$ cat src/rtl/digit_scan_pkg.sv
// Shared constants for the 7-segment scan controller: register map, CTRL
// bit positions, blanking codes and the active-low hex font.
package digit_scan_pkg;

    localparam logic [7:0] SEG_BLANK = 8'hFF;
    localparam logic [3:0] SEL_OFF   = 4'b1111;

    localparam logic ADDR_VALUE = 1'b0;
    localparam logic ADDR_CTRL  = 1'b1;

    localparam int CTRL_EN      = 0;
    localparam int CTRL_DIG_LSB = 1;
    localparam int CTRL_DIG_MSB = 4;
    localparam int CTRL_DP      = 5;
    localparam int CTRL_W       = 6;

    // Index 0 is the rightmost entry; segments {dp,g,f,e,d,c,b,a}, active-low.
    localparam logic [15:0][7:0] SEG_FONT = {
        8'h8E, 8'h86, 8'hA1, 8'hC6, 8'h83, 8'h88, 8'h90, 8'h80,
        8'hF8, 8'h82, 8'h92, 8'h99, 8'hB0, 8'hA4, 8'hF9, 8'hC0
    };

endpackage

$ cat src/rtl/seg7_hex_decoder.sv
// Combinational nibble to active-low 7-segment pattern with decimal point.
module seg7_hex_decoder
    import digit_scan_pkg::*;
(
    input  logic [3:0] nibble_i,
    input  logic       dp_on_i,
    output logic [7:0] seg_o
);

    logic [7:0] glyph;

    assign glyph = SEG_FONT[nibble_i];
    assign seg_o = {~dp_on_i, glyph[6:0]};

endmodule

$ cat src/rtl/digit_scan_ctrl.sv
// Time-multiplexed scan controller for three 4-digit 7-segment tube groups.
// Define DIGIT_SCAN_LZ_BLANK_EN to blank leading zeros per 16-bit half.
module digit_scan_ctrl
    import digit_scan_pkg::*;
#(
    parameter int unsigned SCAN_DIV = 25000
) (
    input  logic        clk,
    input  logic        reset,
    input  logic        we,
    input  logic        addr,
    input  logic [31:0] wdata,
    output logic [31:0] rdata,
    output logic [7:0]  digital_tube0,
    output logic [7:0]  digital_tube1,
    output logic [7:0]  digital_tube2,
    output logic [3:0]  digital_Sel0,
    output logic [3:0]  digital_Sel1,
    output logic [3:0]  digital_Sel2
);

    localparam logic [15:0] DIV_LAST = 16'(SCAN_DIV - 1);

    logic [31:0]       value_q,   value_d;
    logic [CTRL_W-1:0] ctrl_q,    ctrl_d;
    logic [31:0]       shadow_q,  shadow_d;
    logic [15:0]       div_cnt_q, div_cnt_d;
    logic [1:0]        idx_q,     idx_d;
    logic [7:0]        tube0_q,   tube0_d;
    logic [7:0]        tube1_q,   tube1_d;
    logic [7:0]        tube2_q,   tube2_d;
    logic [3:0]        sel01_q,   sel01_d;
    logic [3:0]        sel2_q,    sel2_d;

    logic       en_rise;
    logic       wrap;
    logic       frame_end;
    logic       blank0;
    logic       blank1;
    logic [3:0] nib0;
    logic [3:0] nib1;
    logic [7:0] seg0;
    logic [7:0] seg1;
    logic [7:0] seg2;

    assign rdata = (addr == ADDR_CTRL) ? {{(32-CTRL_W){1'b0}}, ctrl_q} : value_q;

    always_comb begin
        value_d = value_q;
        ctrl_d  = ctrl_q;
        if (we && addr == ADDR_VALUE) value_d = wdata;
        if (we && addr == ADDR_CTRL)  ctrl_d  = wdata[CTRL_W-1:0];

        en_rise   = ~ctrl_q[CTRL_EN] & ctrl_d[CTRL_EN];
        wrap      = ctrl_q[CTRL_EN] && (div_cnt_q == DIV_LAST);
        frame_end = wrap && (idx_q == 2'd3);

        div_cnt_d = 16'd0;
        idx_d     = 2'd0;
        if (ctrl_d[CTRL_EN] && ctrl_q[CTRL_EN]) begin
            if (wrap) begin
                idx_d = idx_q + 2'd1;
            end else begin
                div_cnt_d = div_cnt_q + 16'd1;
                idx_d     = idx_q;
            end
        end

        // value_q is the pre-write value, so a same-cycle VALUE write waits a frame.
        shadow_d = (frame_end || en_rise) ? value_q : shadow_q;
    end

    // Outputs are computed from next state so they register together with idx.
    assign nib0 = shadow_d[{idx_d, 2'b00} +: 4];
    assign nib1 = shadow_d[5'd16 + {3'b000, idx_d, 2'b00} +: 4];

`ifdef DIGIT_SCAN_LZ_BLANK_EN
    logic [15:0] half0;
    logic [15:0] half1;
    assign half0  = shadow_d[15:0];
    assign half1  = shadow_d[31:16];
    assign blank0 = (idx_d != 2'd0) && ((half0 >> {idx_d, 2'b00}) == 16'h0000);
    assign blank1 = (idx_d != 2'd0) && ((half1 >> {idx_d, 2'b00}) == 16'h0000);
`else
    assign blank0 = 1'b0;
    assign blank1 = 1'b0;
`endif

    seg7_hex_decoder u_dec0 (
        .nibble_i (nib0),
        .dp_on_i  (1'b0),
        .seg_o    (seg0)
    );

    seg7_hex_decoder u_dec1 (
        .nibble_i (nib1),
        .dp_on_i  (1'b0),
        .seg_o    (seg1)
    );

    seg7_hex_decoder u_dec2 (
        .nibble_i (ctrl_d[CTRL_DIG_MSB:CTRL_DIG_LSB]),
        .dp_on_i  (ctrl_d[CTRL_DP]),
        .seg_o    (seg2)
    );

    always_comb begin
        tube0_d = SEG_BLANK;
        tube1_d = SEG_BLANK;
        tube2_d = SEG_BLANK;
        sel01_d = SEL_OFF;
        sel2_d  = SEL_OFF;
        if (ctrl_d[CTRL_EN]) begin
            tube0_d = blank0 ? SEG_BLANK : seg0;
            tube1_d = blank1 ? SEG_BLANK : seg1;
            sel01_d = ~(4'b0001 << idx_d);
            if (idx_d == 2'd0) begin
                tube2_d = seg2;
                sel2_d  = 4'b1110;
            end
        end
    end

    always_ff @(posedge clk or negedge reset) begin
        if (!reset) begin
            value_q   <= '0;
            ctrl_q    <= '0;
            shadow_q  <= '0;
            div_cnt_q <= '0;
            idx_q     <= '0;
            tube0_q   <= SEG_BLANK;
            tube1_q   <= SEG_BLANK;
            tube2_q   <= SEG_BLANK;
            sel01_q   <= SEL_OFF;
            sel2_q    <= SEL_OFF;
        end else begin
            value_q   <= value_d;
            ctrl_q    <= ctrl_d;
            shadow_q  <= shadow_d;
            div_cnt_q <= div_cnt_d;
            idx_q     <= idx_d;
            tube0_q   <= tube0_d;
            tube1_q   <= tube1_d;
            tube2_q   <= tube2_d;
            sel01_q   <= sel01_d;
            sel2_q    <= sel2_d;
        end
    end

    assign digital_tube0 = tube0_q;
    assign digital_tube1 = tube1_q;
    assign digital_tube2 = tube2_q;
    assign digital_Sel0  = sel01_q;
    assign digital_Sel1  = sel01_q;
    assign digital_Sel2  = sel2_q;

endmodule

$ cat config.mk
export PLATFORM = sky130hd
export DESIGN_NAME = digit_scan_ctrl
export DESIGN_NICKNAME = d
export VERILOG_FILES = /design/src/rtl/digit_scan_pkg.sv /design/src/rtl/seg7_hex_decoder.sv /design/src/rtl/digit_scan_ctrl.sv
export SDC_FILE = /design/constraint.sdc
export NUM_CORES = 1
export LEC_CHECK = 0
export ABC_CLOCK_PERIOD_IN_PS = 7430
export CAP_MARGIN = 15
export CORE_MARGIN = 5
export CORE_UTILIZATION = 55
export DETAILED_ROUTE_END_ITERATION = 16
export GPL_TIMING_DRIVEN = 0
export PLACE_DENSITY = 0.92
export SYNTH_ARGS = -nofsm -noshare
export SYNTH_HDL_FRONTEND = slang
export SYNTH_HIERARCHICAL = 1
export SYNTH_SLANG_ARGS = --single-unit
$ cat constraint.sdc
create_clock -name clk -period 7.43 [get_ports clk]
set_clock_uncertainty 0.15 [all_clocks]
set_input_delay 1.1145 -clock clk [delete_from_list [all_inputs] [get_ports clk]]
set_output_delay 1.1145 -clock clk [all_outputs]
set_load 0.01 [all_outputs]
==> impl_metrics.ini, run 1 <==
[run_status]
status = finished clean

[timing]
finalHoldViolCount = 0
setup_violations = 0
maxSlewHeadroom = 0.3163
fmax_ghz = 0.2109
min_period_ns = 4.741
tns_ns = 0
min_period_over_period = 0.6381
rsz0062_at_grt = no
maxSlewViolCount = 0
worst_pin_slew_ns = 1.017

[die]
io_pins = 104
die_area_um2 = 14430
fp.coreArea_um2 = 11960
start_util = 0.5578
rows = 40
die_x_um = 120.1
die_h_um = 120.1

[route]
drc = 0
drt_iter0_drc = 524
firstDrtPassIters = 6
avgRoutedWirePerCell_um = 19.23
viasPerCell = 5.989
vias = 5636
ant_nets = 0
wirelength_mm = 18.10

[worst_hold_path]
min_path_cells = 1
worstHoldPathType = flop to flop
hold_path.startpoint = div_cnt_q[0]
holdPathEnd = div_cnt_q[0]

[clock_network]
cts.sinks = 116
clk_latency_ns = 0.42
cts_root_buf = clkbuf_16
clk_pin_slew_ns = 0.05
cts_resized = 0
cts_made_buffers = 17
htree_levels = 4
cts_buffer_depth = 2
post_cts_buffers = 0
cts_tree = built
cts_hold_buf = 0

[logic_synthesis]
synthArstFlopShare = 1.000
yosys.cell_types.count = 51
synth_top_cell_by_area = dfrtp_1
ys_seq_elements = 116
syn_avg_cell_area_um2 = 10.16
synth.area.top_cells = dfrtp_1 33%, dfstp_2 11%, mux2_2 6.9%
synth_top_area_share = 0.3300
synth-seq-area-share = 0.4403
dominantRegCellSynth = dfrtp_1
synthesis.area_um2 = 6673
yosysWarnings = 6
postSynthCellCount = 657
synth_edf_count = 0

[placement]
dpl.hpwl_mm = 12.66
dp.cells = 908
port_buffers = 99
gp_congestion = 0.8886

[global_route]
grt_usage = 0.2558
globalRouteOverflowTotal = 0
grt_pass1_wl_mm = 28.86
antenna_found_initial = 0
grt_max_degree = 44
first_global_vias = 5754

[pwr]
p_leak_uw = 0.003653
vdd_drop_max_uv = 268.3
cellPowerDensity_nw_per_um2 = 283.3

[worst_setup_path]
reg2reg_from = idx_q[0]
worstPathMaxFanout = 9
r2r-end = digital_tube1[3]
required_ns = 7.62
critPathLaunchType = input port
reg2reg_depth = 13
reg2reg_slack_ns = 2.96
endpoint_kind = flop
arrival_ns = 4.93
crit_type = input port to flop

[finish]
antenna_cells = 0
fillers = 851
drive_above_1_share = 0.2229
area_growth_pct = 28.24
instances_no_fill = 941
finalNetCount = 840

[flow_run]
maxCapViolations = 0
[report_power, final]
group	switching, uW	internal (uW)
Sequential	59.5	775
Combinational	332	354
Clock	284	620
[critical path, cell delays in order]
cell	delay, ns
clkdlybuf4s50_1	0.54
nand3b_1	0.26
nand3_1	0.21
a211oi_2	0.77
o32ai_1	0.25
o2111ai_1	0.36
inv_1	0.24
ha_1	0.34
inv_1	0.05
mux4_1	0.46
or2_2	0.31
[per-stage QoR]
step / setup slack (ns) / cell area (um^2) / total power, uW / utilization / hold slack, ns
CTS: 2.707 / 8549 / 2429 / 0.7147 / 0.3492
detailed placement: 2.347 / 7896 / 1513 / 0.6601 / 0.3241
global placement: 0.8138 / 7859 / 1468 / 0.6570 / 0.2895
global route: 2.485 / 8557 / 2531 / 0.7154 / 0.3529
floorplan: 3.450 / 6684 / 1241 / - / 0.2751
finish: 2.689 / 8557 / 2424 / 0.7154 / 0.3491
[per-layer routing]
layer	part of all wire	wire [um]	GRT usage	vias to the layer above
met1	0.39	7076	0.3069	2733
met3	0.082	1482	0.07257	46
met4	0.022	400	0.09091	0
met2	0.50	9137	0.4391	303
li1	-	-	-	2554
met5	0	0	0	-
[Yosys cell counts, types with 9 or more instances]
cell,count
inv_1,24
dfstp_2,28
clkbuf_1,17
ha_1,23
a21oi_1,22
nor2b_1,29
buf_2,12
mux2_2,41
o22ai_1,16
or2_2,32
buf_4,11
or3_1,16
dfrtp_1,88
nand2_1,57
mux2i_1,21
nand3_1,26
o21ai_0,22
nor2_1,49
nand3b_1,9
[final cells by class]
class / instances / area [um^2] / area share
inverter: 24 / 90.09 / 0.01053
sequential: 116 / 2938 / 0.3433
clock inverter: 9 / 175.2 / 0.02047
buffer: 49 / 285.3 / 0.03334
tap: 147 / 183.9 / 0.02149
timing repair buffer: 102 / 1036 / 0.1211
clock buffer: 23 / 478.0 / 0.05586
multi-input combinational: 471 / 3371 / 0.3939
[cells in the final DEF, fill, tap and decap left out, drive strengths merged, types with 23 or more instances in the layout]
master / count
dfrtp: 88
or2: 32
nor2: 49
nand3: 27
buf: 36
dfstp: 28
nand2: 57
clkdlybuf4s50: 98
inv: 24
mux2: 46
clkbuf: 40
nor2b: 29
ha: 23
[cells by family after synthesis]
kind of cell,after synthesis,share of synthesized area
buf+inv,73,0.05625
other cells,2,0.001125
xor+xnor,15,0.01969
fa+ha+maj,23,0.04313
flops,116,0.4403
simple gates,261,0.2222
mux,70,0.1209
compound gates,97,0.09638
[registers in the layout, summed over array words and instances, names as in the netlist]
name and cells:
value_q 32, digital_Sel0 4, ctrl_q 6, digital_tube0 8, shadow_q 32, digital_tube1 8
div_cnt_q 16, digital_tube2 8, idx_q 2
[how the worst max path moves through the flow]
stage | start | endpoint | slack, ns | cells after the start
4_1_cts | wdata[0] | digital_tube1[3] | 2.71 | 11
6_report | wdata[0] | digital_tube1[3] | 2.69 | 11
3_5_place_dp | wdata[0] | digital_tube1[3] | 2.35 | 11
2_1_floorplan | addr | digital_tube1[3] | 3.45 | 13
5_1_grt | wdata[0] | digital_tube1[3] | 2.49 | 11
3_3_place_gp | reset | value_q[29] | 0.81 | 1
No activity file was read; power rests on OpenSTA's default activity.
==> run 2: changes to the inputs <==
Settings changed: ABC_CLOCK_PERIOD_IN_PS 7430 to 4700.
Clock period 7.43 ns to 4.7 ns, I/O delays scaled along.
==> run 2 against run 1 <==
Against the previous run:
- worst setup slack lost 2.4 ns
- highest routed layer unchanged
- largest power group unchanged
- sequential cell count is the same
- die area is the same
==> impl_metrics.ini, run 2 (synthesis gave the netlist of run 1 again) <==
[pwr]
p_leak_uw = 0.003656
cellPowerDensity_nw_per_um2 = 447.7
sequentialPowerShare = 0.344
vdd_drop_max_uv = 424.5
power_switching_uw = 1067
swShare = 0.2784
clkPwrFrac = 0.372
comb_power_share = 0.283
internal-power_uw = 2766

[worst_setup_path]
endpoint_kind = flop
critPathMaxStageDelay_ns = 0.57
r2r-end = digital_tube0[3]
crit_type = flop to flop
cp-startpoint = idx_q[0]
reg2reg_depth = 13
reg2reg_slack_ns = 0.29
arrival_ns = 4.61
slowest_stage = o2111ai_1
worstPathMaxFanout = 8
required_ns = 4.90
worstPathCellList = ha_1, nor4b_4, and2_1, buf_4, a21o_1, buf_6, mux2i_1, o2111ai_1, inv_1, ha_1, inv_1, mux4_1, or2_2
reg2reg_from = idx_q[0]
critPathLaunchType = flop

[placement]
dpl.hpwl_mm = 12.66
gp_congestion = 0.8886
placed_area_um2 = 7896
port_buffers = 99

[finish]
drive_above_1_share = 0.2242
layout_commonest_cell = clkdlybuf4s50_1
finalNetCount = 840
area_growth_pct = 28.33
postLayoutCellArea_um2 = 8563
top_regs = shadow_q (32), value_q (32), div_cnt_q (16)
antenna_cells = 0
layout_common_cells = 98 x clkdlybuf4s50_1, 88 x dfrtp_1, 57 x nand2_1, 49 x nor2_1, 41 x mux2_2

[global_route]
globalRouteOverflowTotal = 0
antenna_found_initial = 0
grt_usage = 0.2558
grt_pass1_wl_mm = 28.86
grt_max_degree = 44
first_global_vias = 5754

[clock_network]
clk_pin_slew_ns = 0.06
cts_root_buf = clkbuf_16
cts_resized = 0
cts_tree = built
cts_hold_buf = 0
cts_made_buffers = 17
clk_latency_ns = 0.42
post_cts_buffers = 0
cts_buffer_depth = 2
cts.sinks = 116
htree_levels = 4

[route]
ant_nets = 0
wirelength_mm = 18.10
viasPerCell = 5.942
firstDrtPassIters = 5
avgRoutedWirePerCell_um = 19.23
drt_iter0_drc = 481
drc = 0
vias = 5591

[die]
rows = 40
die_h_um = 120.1
start_util = 0.5578
die_area_um2 = 14430
io_pins = 104
die_x_um = 120.1
fp.coreArea_um2 = 11960

[timing]
min_period_ns = 4.414
min_period_over_period = 0.9392
worst_pin_slew_ns = 1.014
tns_ns = 0
fmax_ghz = 0.2265
maxSlewViolCount = 0
rsz0062_at_grt = no
finalHoldViolCount = 0
maxSlewHeadroom = 0.3237
holdWs_ns = 0.09711
setup_violations = 0

[run_status]
status = finished clean

[flow_run]
maxCapViolations = 0

[worst_hold_path]
worstHoldPathType = input port to async pin
-- run 2: changes by cell type in the layout (fill, tap and decap cells not counted) --
cell | previous run | this run
o2111ai_1 | 8 | 7
o2111ai_2 | 0 | 1
-- run 2: power groups by stage --
stage               Combinational, uW  Sequential [uW]  Clock [uW]
CTS                              1080             1320        1440
finish                           1090             1320        1430
detailed placement               1060             1330           0
floorplan                         624             1340           0
global route                     1190             1340        1480
global placement                 1000             1320           0
-- run 2: layout make-up --
class / instances / area [um^2]
buffer: 49 / 285.3
clock buffer: 23 / 478.0
clock inverter: 9 / 175.2
fill: 849 / 3398
inverter: 24 / 90.09
multi-input combinational: 471 / 3377
sequential: 116 / 2938
tap: 147 / 183.9
timing repair buffer: 102 / 1036
-- run 2: worst max-delay path: cells and delay by family, from the launching register on --
kind	cells	cell delay (ns)
fa+ha+maj	2	0.77
compound gates	2	0.70
flops	1	0.48
mux	2	0.63
simple gates	3	0.99
buf+inv	4	0.61
-- run 2: how the worst max path moves through the flow --
stage,cells past startpoint,end
after floorplan,13,digital_tube1[3]
after global placement,1,value_q[29]
after global routing,12,digital_tube0[3]
after detailed placement,11,digital_tube1[3]
final,13,digital_tube0[3]
after CTS,13,digital_tube1[3]
-- run 2: metrics by stage --
stage,setup WS (ns),utilization,cells,power (uW)
floorplan,1.125,-,660,1962
global placement,-1.507,0.6570,906,2321
global route,0.03610,0.7159,941,4004
finish,0.2855,0.7159,941,3834
CTS,0.2976,0.7147,940,3839
detailed placement,0.02646,0.6601,908,2391
-- run 2: metal layers --
| metal | vias up | wire, um | global-route usage |
|---|---|---|---|
| met5 | - | 0 | 0 |
| met4 | 0 | 373 | 0.09091 |
| met1 | 2726 | 7048 | 0.3069 |
| li1 | 2549 | - | - |
| met2 | 274 | 9178 | 0.4391 |
| met3 | 42 | 1500 | 0.07257 |
==> run 3: changes to the inputs <==
Settings changed: CTS_CLUSTER_SIZE from default to 10, GPL_ROUTABILITY_DRIVEN from default to 0.
==> run 3 against run 2 <==
Against the previous run:
- worst setup slack gained 0.098 ns
- utilization shrank 0.84 points
- worst hold slack improved by 0.16 ns
- die area is the same
- clock-buffer cell count decreased by 1
- final cell count decreased by 0.21%
- sequential cell count did not move
- sequential power about the same
- critical path type unchanged
- highest routed layer unchanged
==> impl_metrics.ini, run 3 (synthesis gave the netlist of run 1 again) <==
[clock_network]
cts.sinks = 116
clk_pin_slew_ns = 0.05
cts_tree = built
cts_resized = 0
cts_buffer_depth = 2
cts_root_buf = clkbuf_16
htree_levels = 4
cts_made_buffers = 17
post_cts_buffers = 0
clk_latency_ns = 0.42
cts_hold_buf = 0

[route]
ant_nets = 0
wirelength_mm = 17.49
firstDrtPassIters = 5
drc = 0
drt_iter0_drc = 469
vias = 5686
avgRoutedWirePerCell_um = 18.62
viasPerCell = 6.055

[pwr]
comb_power_share = 0.296
clkPwrFrac = 0.345
vdd_drop_max_uv = 261.3
swShare = 0.2897
cellPowerDensity_nw_per_um2 = 432.2
p_leak_uw = 0.003614
power_switching_uw = 1059
internal-power_uw = 2598
sequentialPowerShare = 0.359

[die]
die_area_um2 = 14430
die_h_um = 120.1
start_util = 0.5578
fp.coreArea_um2 = 11960
io_pins = 104
die_x_um = 120.1
rows = 40

[placement]
dpl.hpwl_mm = 12.47
port_buffers = 99
dp.cells = 907

[run_status]
status = finished clean

[worst_setup_path]
worstPathCellList = ha_1, nor4b_4, and2_1, buf_4, a21o_1, buf_6, mux2i_1, o2111ai_1, inv_1, ha_1, inv_1, mux4_1, or2_2
worstPathMaxFanout = 8
endpoint_kind = flop
required_ns = 4.89
critPathLaunchType = flop
slowest_stage = o2111ai_1
critPathMaxStageDelay_ns = 0.63
crit_type = flop to flop
arrival_ns = 4.51

[timing]
finalHoldViolCount = 0
worst_pin_slew_ns = 1.176
setup_violations = 0
maxSlewViolCount = 0
min_period_ns = 4.317
rsz0062_at_grt = no
maxSlewHeadroom = 0.2095
min_period_over_period = 0.9184
fmax_ghz = 0.2317

[finish]
layout_commonest_cell = clkdlybuf4s50_1
utilization = 0.7075
instances_no_fill = 939
antenna_cells = 0
finalNetCount = 838
drive_above_1_share = 0.2222
top_regs = shadow_q (32), value_q (32), div_cnt_q (16)
layout_common_cells = 98 x clkdlybuf4s50_1, 88 x dfrtp_1, 57 x nand2_1, 49 x nor2_1, 41 x mux2_2
area_growth_pct = 26.83

[global_route]
first_global_vias = 5764
antenna_found_initial = 0
grt_pass1_wl_mm = 28.55
grt_max_degree = 69
globalRouteOverflowTotal = 0
grt_usage = 0.2495

[flow_run]
maxCapViolations = 0

[worst_hold_path]
worstHoldPathType = input port to async pin
run 3: changes by cell type in the layout (fill, tap and decap cells not counted):
cell and change:
clkinv_2 +4, clkbuf_1 -1, buf_12 -2, o2111ai_2 -1, buf_16 +1, bufinv_16 -3
buf_4 -1, o2111ai_1 +1
run 3: layout make-up:
class / count / area (um^2)
Multi-Input combinational cell: 471 / 3371
Clock inverter: 10 / 105.1
Buffer: 49 / 285.3
Fill cell: 821 / 3498
Clock buffer: 22 / 474.2
Inverter: 24 / 90.09
Timing Repair Buffer: 100 / 1016
Tap cell: 147 / 183.9
Sequential cell: 116 / 2938
run 3: routing by layer:
metal / up-vias / global-route usage / wire [um]
met5: - / 0 / 0
met4: 0 / 0.1195 / 697
met3: 79 / 0.07069 / 1618
met2: 337 / 0.4176 / 8724
met1: 2732 / 0.2956 / 6446
li1: 2538 / - / -
run 3: path summary, 6_finish.rpt:
check / end / cells after the start / from / slack [ns]
hold reg to reg: div_cnt_q[0] / 1 / div_cnt_q[0] / 0.31
min in group clk: div_cnt_q[0] / 1 / div_cnt_q[0] / 0.31
setup reg to reg: digital_tube1[3] / 13 / idx_q[0] / 0.38
hold / removal: ctrl_q[2] / 1 / reset / 0.26
max in group asynchronous: digital_tube1[1] / 2 / reset / 3.37
setup / recovery: digital_tube1[3] / 13 / idx_q[0] / 0.38
run 3: critical path, delay by kind of cell (launching register included):
family / cells / cell delay [ns]
buf+inv: 4 / 0.60
fa+ha+maj: 2 / 0.71
mux: 2 / 0.59
compound gates: 2 / 0.76
flops: 1 / 0.47
simple gates: 3 / 0.95
run 3: power groups by stage:
stage                     logic [uW]  registers [uW]  clock network (uW)
after detailed placement        1060            1330                   0
after floorplan                  624            1340                   0
after global routing            1160            1330                1330
after CTS                       1070            1320                1270
after global placement           996            1320                   0
final                           1080            1310                1260
run 3: through the flow:
stage	area [um^2]	total power [uW]	worst slack, ns	hold WS [ns]	setup TNS [ns]
2_1_floorplan	6684	1962	1.125	0.2594	0
6_report	8463	3658	0.3833	0.2578	0
3_5_place_dp	7884	2390	0.1347	0.3008	0
4_1_cts	8463	3663	0.4281	0.2801	0
5_1_grt	8463	3824	0.1300	0.3472	0
3_3_place_gp	7859	2316	-1.385	0.2903	-122.11
